$ cat config.mk
export PLATFORM = sky130hd
export DESIGN_NAME = jtpopeye_dwnld
export DESIGN_NICKNAME = d
export VERILOG_FILES = /design/src/rtl/jtpopeye_dwnld.sv
export SDC_FILE = /design/constraint.sdc
export NUM_CORES = 1
export LEC_CHECK = 0
export CAP_MARGIN = 5
export CORE_ASPECT_RATIO = 1.5
export CORE_MARGIN = 5
export CORE_UTILIZATION = 50
export DETAILED_ROUTE_END_ITERATION = 10
export HOLD_SLACK_MARGIN = 0.06
export PLACE_DENSITY_LB_ADDON = 0.05
export SLEW_MARGIN = 20
export SYNTH_ARGS = -nofsm -noshare
export SYNTH_HDL_FRONTEND = slang
export SYNTH_SLANG_ARGS = --single-unit
$ cat constraint.sdc
create_clock -name clk -period 5 [get_ports clk]
set_input_delay 0.75 -clock clk [delete_from_list [all_inputs] [get_ports clk]]
set_output_delay 0.75 -clock clk [all_outputs]
set_load 0.05 [all_outputs]
$ cat src/rtl/jtpopeye_dwnld.sv
// jtpopeye_dwnld: ROM download write path.
// Turns the ioctl byte stream into byte-masked SDRAM write requests (prog_*)
// and one-cycle video PROM write strobes. Bytes pass through a 2-entry FIFO
// and retire strictly in arrival order.
// Optional build macro: JTPOPEYE_DWNLD_CHKSUM_EN adds the dwn_sum output.
module jtpopeye_dwnld #(
  parameter logic [21:0] PROM_START = 22'h1_C000,
  parameter logic [11:0] PROM_LEN   = 12'h600
) (
  input  logic        clk,
  input  logic        rst_n,
  input  logic        downloading,
  input  logic [21:0] ioctl_addr,
  input  logic [7:0]  ioctl_data,
  input  logic        ioctl_wr,
  output logic [21:0] prog_addr,
  output logic [7:0]  prog_data,
  output logic [1:0]  prog_mask,
  output logic        prog_we,
  input  logic        sdram_ack,
  output logic [7:0]  prom_addr,
  output logic [7:0]  prom_din,
  output logic        prom_5n_we,
  output logic        prom_7j_we,
  output logic        prom_4a_we,
  output logic        prom_5b_we,
  output logic        prom_5a_we,
  output logic        prom_3a_we,
  output logic        dwn_busy,
  output logic        dwn_ovf
`ifdef JTPOPEYE_DWNLD_CHKSUM_EN
  ,
  output logic [15:0] dwn_sum
`endif
);

  typedef struct packed {
    logic [21:0] addr;
    logic [7:0]  data;
  } dwn_entry_t;

  typedef enum logic [1:0] { IDLE, SDWR, PROMWR } state_t;

  state_t     state, next_state;
  dwn_entry_t mem [2];
  dwn_entry_t head, in_entry;
  logic       wr_ptr, rd_ptr;
  logic [1:0] cnt;
  logic       dl_q, dl_rise;
  logic       push_req, pop, go_sd, go_prom, sd_done;
  logic       sd_own;
  logic [21:0] diff;
  logic       is_sd, is_prom;
  logic [2:0] slot;
  logic [5:0] prom_we_r;

  assign dl_rise  = downloading & ~dl_q;
  assign push_req = downloading & ioctl_wr;
  assign in_entry = '{addr: ioctl_addr, data: ioctl_data};
  assign head     = mem[rd_ptr];

  // Address decode of the FIFO head
  assign diff    = head.addr - PROM_START;
  assign is_sd   = head.addr < PROM_START;
  assign is_prom = !is_sd && (diff < {10'd0, PROM_LEN});
  assign slot    = diff[10:8];

  assign dwn_busy = (cnt != 2'd0) || (state != IDLE);

  assign {prom_3a_we, prom_5a_we, prom_5b_we, prom_4a_we, prom_7j_we, prom_5n_we} = prom_we_r;

  // Download-start edge detector
  always_ff @(posedge clk or negedge rst_n) begin
    if (!rst_n) dl_q <= 1'b0;
    else        dl_q <= downloading;
  end

  // State register
  always_ff @(posedge clk or negedge rst_n) begin
    if (!rst_n) state <= IDLE;
    else        state <= next_state;
  end

  // Next-state and FIFO pop decisions
  always_comb begin
    next_state = state;
    pop        = 1'b0;
    go_sd      = 1'b0;
    go_prom    = 1'b0;
    sd_done    = 1'b0;
    case (state)
      IDLE: if (cnt != 2'd0) begin
        if (is_sd) begin
          next_state = SDWR;
          go_sd      = 1'b1;
        end else if (is_prom) begin
          next_state = PROMWR;
          go_prom    = 1'b1;
          pop        = 1'b1;
        end else begin
          pop = 1'b1;              // out of range: drop silently
        end
      end
      SDWR: if (sdram_ack) begin
        next_state = IDLE;
        sd_done    = 1'b1;
        pop        = sd_own;       // head was flushed by a restart: nothing to pop
      end
      PROMWR: next_state = IDLE;
      default: next_state = IDLE;
    endcase
  end

  // The in-flight SDRAM write owns the FIFO head until acked, unless a
  // download restart flushed the FIFO underneath it.
  always_ff @(posedge clk or negedge rst_n) begin
    if (!rst_n)       sd_own <= 1'b0;
    else if (dl_rise) sd_own <= 1'b0;
    else if (go_sd)   sd_own <= 1'b1;
    else if (sd_done) sd_own <= 1'b0;
  end

  // 2-entry FIFO with overflow detection; a restart flushes it
  always_ff @(posedge clk or negedge rst_n) begin
    if (!rst_n) begin
      wr_ptr  <= 1'b0;
      rd_ptr  <= 1'b0;
      cnt     <= 2'd0;
      dwn_ovf <= 1'b0;
      for (int i = 0; i < 2; i++) mem[i] <= '0;
    end else if (dl_rise) begin
      rd_ptr  <= 1'b0;
      dwn_ovf <= 1'b0;
      if (push_req) begin
        mem[0] <= in_entry;
        wr_ptr <= 1'b1;
        cnt    <= 2'd1;
      end else begin
        wr_ptr <= 1'b0;
        cnt    <= 2'd0;
      end
    end else begin
      if (push_req && (cnt != 2'd2 || pop)) begin
        mem[wr_ptr] <= in_entry;
        wr_ptr      <= ~wr_ptr;
      end
      if (pop) rd_ptr <= ~rd_ptr;
      if (push_req && cnt == 2'd2 && !pop) dwn_ovf <= 1'b1;
      case ({push_req && (cnt != 2'd2 || pop), pop})
        2'b10:   cnt <= cnt + 2'd1;
        2'b01:   cnt <= cnt - 2'd1;
        default: cnt <= cnt;
      endcase
    end
  end

  // Registered SDRAM request and PROM write outputs
  always_ff @(posedge clk or negedge rst_n) begin
    if (!rst_n) begin
      prog_addr <= '0;
      prog_data <= '0;
      prog_mask <= 2'b11;
      prog_we   <= 1'b0;
      prom_addr <= '0;
      prom_din  <= '0;
      prom_we_r <= '0;
    end else begin
      prom_we_r <= '0;
      if (go_sd) begin
        prog_addr <= {1'b0, head.addr[21:1]};
        prog_data <= head.data;
        prog_mask <= head.addr[0] ? 2'b01 : 2'b10;
        prog_we   <= 1'b1;
      end
      if (sd_done) begin
        prog_we   <= 1'b0;
        prog_mask <= 2'b11;
      end
      if (go_prom) begin
        prom_addr <= diff[7:0];
        prom_din  <= head.data;
        prom_we_r <= 6'd1 << slot;
      end
    end
  end

`ifdef JTPOPEYE_DWNLD_CHKSUM_EN
  // Running mod-2^16 sum of retired bytes
  always_ff @(posedge clk or negedge rst_n) begin
    if (!rst_n)       dwn_sum <= 16'd0;
    else if (dl_rise) dwn_sum <= 16'd0;
    else if (sd_done) dwn_sum <= dwn_sum + {8'd0, prog_data};
    else if (go_prom) dwn_sum <= dwn_sum + {8'd0, head.data};
  end
`endif

endmodule

==> impl_metrics.py <==
metrics = {
    "setup_path": {
        "reg2reg_depth": 7,
        "cp.required_ns": 5.28,
        "r2r_start": "rd_ptr",
        "setup.worst_path.end_class": "register",
        "rrSetupSlack_ns": 2.03,
        "critPathBufInv": 1,
        "crit_slowest_cell": "a21oi_4",
        "critPathMaxStageDelay_ns": 0.86,
        "critPathTopFamily": "compound AO/OA/AOI/OAI gates",
        "crit_type": "input pin to register",
        "crit_chain": "clkdlybuf4s50_1, nand4b_1, o21ai_1, o21ai_4, a21oi_4, mux2_2",
        "cp-start-kind": "input pin",
        "cp_max_fo": 30,
        "arrival_ns": 3.33,
        "regToRegEndpoint": "prom_we_r[0]",
    },
    "synth": {
        "synth_cells": 398,
        "synth.area.mux_share": 0.189,
        "synth-main-ff-cell": "dfrtp_1",
        "yosys.area_share.simple": 0.0966,
        "syn_area_mm2": 0.00510,
        "syn_avg_cell_area_um2": 12.8,
        "synth_top_family_by_area": "multiplexers",
        "synth_area_leaders": "dfrtp_1 (59%), mux2_2 (7.1%), mux2_1 (6.8%)",
        "ys_seq_area_frac": 0.604,
        "ys_seq_elements": 123,
        "synth_area_leader_cell": "dfrtp_1",
        "synth_top_area_share": 0.593,
        "synthXorXnorAreaFrac": 0.00343,
        "synth_compound_area_frac": 0.0802,
        "yosys_warnings": 0,
        "yosys.area_share.adder": 0,
        "synthArstFlopShare": 1.00,
        "synth_nets": 433,
        "ys_types": 47,
        "synth_edf_count": 0,
    },
    "clock_tree": {
        "ctsRootBufferMaster": "clkbuf_16",
        "ctsResizeCount": 0,
        "cts_tree": "built",
        "cts.sinks": 123,
        "clock_path_buffers": 2,
        "cts_hold_buf": 0,
        "cts_made_buffers": 17,
        "worstSkewPairLatency_ns": 0.40,
        "clk_pin_slew_ns": 0.05,
        "postCtsSetupBuffers": 0,
        "htree_levels": 4,
    },
    "global_routing": {
        "grt_pass1_wl_mm": 17.5,
        "globalRouteOverflowTotal": 0,
        "antenna_found_initial": 0,
        "grt_usage": 0.183,
        "grt_pass1_vias": 3553,
        "grt_max_degree": 82,
    },
    "drt": {
        "dr.pass1.iters": 4,
        "postRouteAntennaNets": 0,
        "avgViaCountPerCell": 5.37,
        "vias": 3333,
        "wl_per_cell_um": 16.6,
        "dr.first_iter.drc_count": 129,
        "drc": 0,
        "routed_wl_mm": 10.3,
    },
    "die": {
        "io_pins": 92,
        "chipWidth_um": 92.5,
        "start_util": 0.506,
        "dieArea_mm2": 0.0124,
        "core_area_mm2": 0.0101,
        "die_h_um": 134,
        "num_rows": 45,
    },
    "placed_design": {
        "gp_congestion": 0.826,
        "place_hpwl_mm": 7.00,
        "post_dp_cell_area_mm2": 0.00609,
        "numPortBuffers": 90,
    },
    "pwr": {
        "combPwrFrac": 0.369,
        "clockPowerShare": 0.269,
        "p_seq_frac": 0.362,
        "peakVddDrop_mv": 0.348,
        "p_per_area_mw_per_mm2": 640,
        "power.share.switching": 0.364,
        "power_mw": 4.27,
        "p_int_mw": 2.71,
        "p_switching_mw": 1.55,
        "leakage_nw": 2.88,
    },
    "finish": {
        "multiInputGateArea_mm2": 0.00191,
        "final_cell_mix": "dfrtp_1 (120), clkdlybuf4s50_1 (89), nor2_1 (53)",
        "final_area_mm2": 0.00666,
        "drive_above_1_share": 0.163,
        "final_common_cell": "dfrtp_1",
        "final.fill_count": 809,
        "area_delta_synth_final_pct": 30.6,
        "register_area_mm2": 0.00308,
        "fin_util": 0.661,
        "antenna_cells": 0,
        "fin_nets": 526,
    },
    "sta": {
        "report.final.slew_viol_count": 0,
        "period_share": 0.610,
        "rsz0062_at_grt": "false",
        "finalClockSkew_ns": 0.00692,
        "whs_ns": 0.370,
        "maxSlewHeadroom": 0.295,
        "setup_viol_count_final": 0,
        "finalHoldViolations": 0,
        "tns_ns": 0,
        "fmax_mhz": 328,
        "worst_slew_pin_slew_ns": 1.05,
        "fin_crit_ns": 3.05,
    },
    "run": {
        "maxCapViolations": 0,
    },
    "status": {
        "status": "finished clean",
    },
    "min_path": {
        "hold_class": "input pin to asynchronous set/reset pin",
    },
}
[power by group through the flow]
stage | sequential, mW | clock [mW] | combinational (mW)
after global placement | 1.55 | 0 | 1.56
after floorplan | 1.99 | 0 | 0.665
after detailed placement | 1.56 | 0 | 1.59
final | 1.54 | 1.15 | 1.57
after CTS | 1.55 | 1.18 | 1.60
after global routing | 1.60 | 1.22 | 1.68
[per-layer routing]
metal  global-route usage  up-vias  share of wire
met5                    0        -              0
met4               0.0686        0          0.017
met3               0.0571       14          0.049
li1                     -     1585              -
met1                0.215     1652           0.41
met2                0.312       82           0.53
[worst max path at each step]
| stage | from | to | slack [ns] | depth (start not counted) |
|---|---|---|---|---|
| 6_report | sdram_ack | mem[0] | 1.95 | 6 |
| 5_1_grt | rd_ptr | prom_we_r[0] | 1.74 | 7 |
| 4_1_cts | rd_ptr | prom_we_r[0] | 1.94 | 7 |
| 3_5_place_dp | sdram_ack | mem[28] | 1.54 | 6 |
| 3_3_place_gp | sdram_ack | mem[12] | 1.62 | 6 |
| 2_1_floorplan | sdram_ack | mem[30] | 2.77 | 6 |
[state kept, by name, indices dropped and copies added (netlist names)]
signal     count
mem           60
prog_addr     21
prog_data      8
prom_addr      8
prom_din       8
prom_we_r      6
cnt            2
prog_mask      2
state          2
dl_q           1
dwn_ovf        1
prog_we        1
rd_ptr         1
sd_own         1
wr_ptr         1
[area by class of cell]
type,count,area share
clock buffer,24,0.0708
clock inverter,8,0.0139
inverter,5,0.00282
multi-input combinational,249,0.287
sequential,123,0.463
tap,117,0.0220
timing repair buffer,95,0.141
[cells in the mapped netlist, types with 2 or more instances]
cell      instances
a21oi_1          44
o21ai_1           2
or3_1             3
dfstp_2           2
buf_4             7
inv_1             5
dfrtp_1         121
nand2b_1          3
nand4b_1          2
xnor2_1           2
clkbuf_1          8
mux2_1           31
mux2i_1          23
nand4_1           3
buf_2             4
o21ai_0           3
nor3_1            2
nand2_1          10
and2_1            6
nor2_1           53
nand3_1           4
a211o_1           2
mux2_2           32
nor4_4            2
nand3b_1          2
[through the flow]
| step | setup slack [ns] | cells |
|---|---|---|
| 5_1_grt | 1.74 | 621 |
| 4_1_cts | 1.94 | 621 |
| 6_report | 1.95 | 621 |
| 3_5_place_dp | 1.54 | 589 |
| 2_1_floorplan | 2.77 | 398 |
| 3_3_place_gp | 1.62 | 589 |
[cells by family (layout without fill, tap and decap cells)]
| logic type | count (synthesis) | after routing |
|---|---|---|
| compound gates | 63 | 63 |
| xor+xnor | 2 | 2 |
| buf+inv | 26 | 132 |
| flops | 123 | 123 |
| mux | 87 | 87 |
| other cells | 1 | 1 |
| simple gates | 96 | 96 |
No activity file was read; power rests on OpenSTA's default activity.
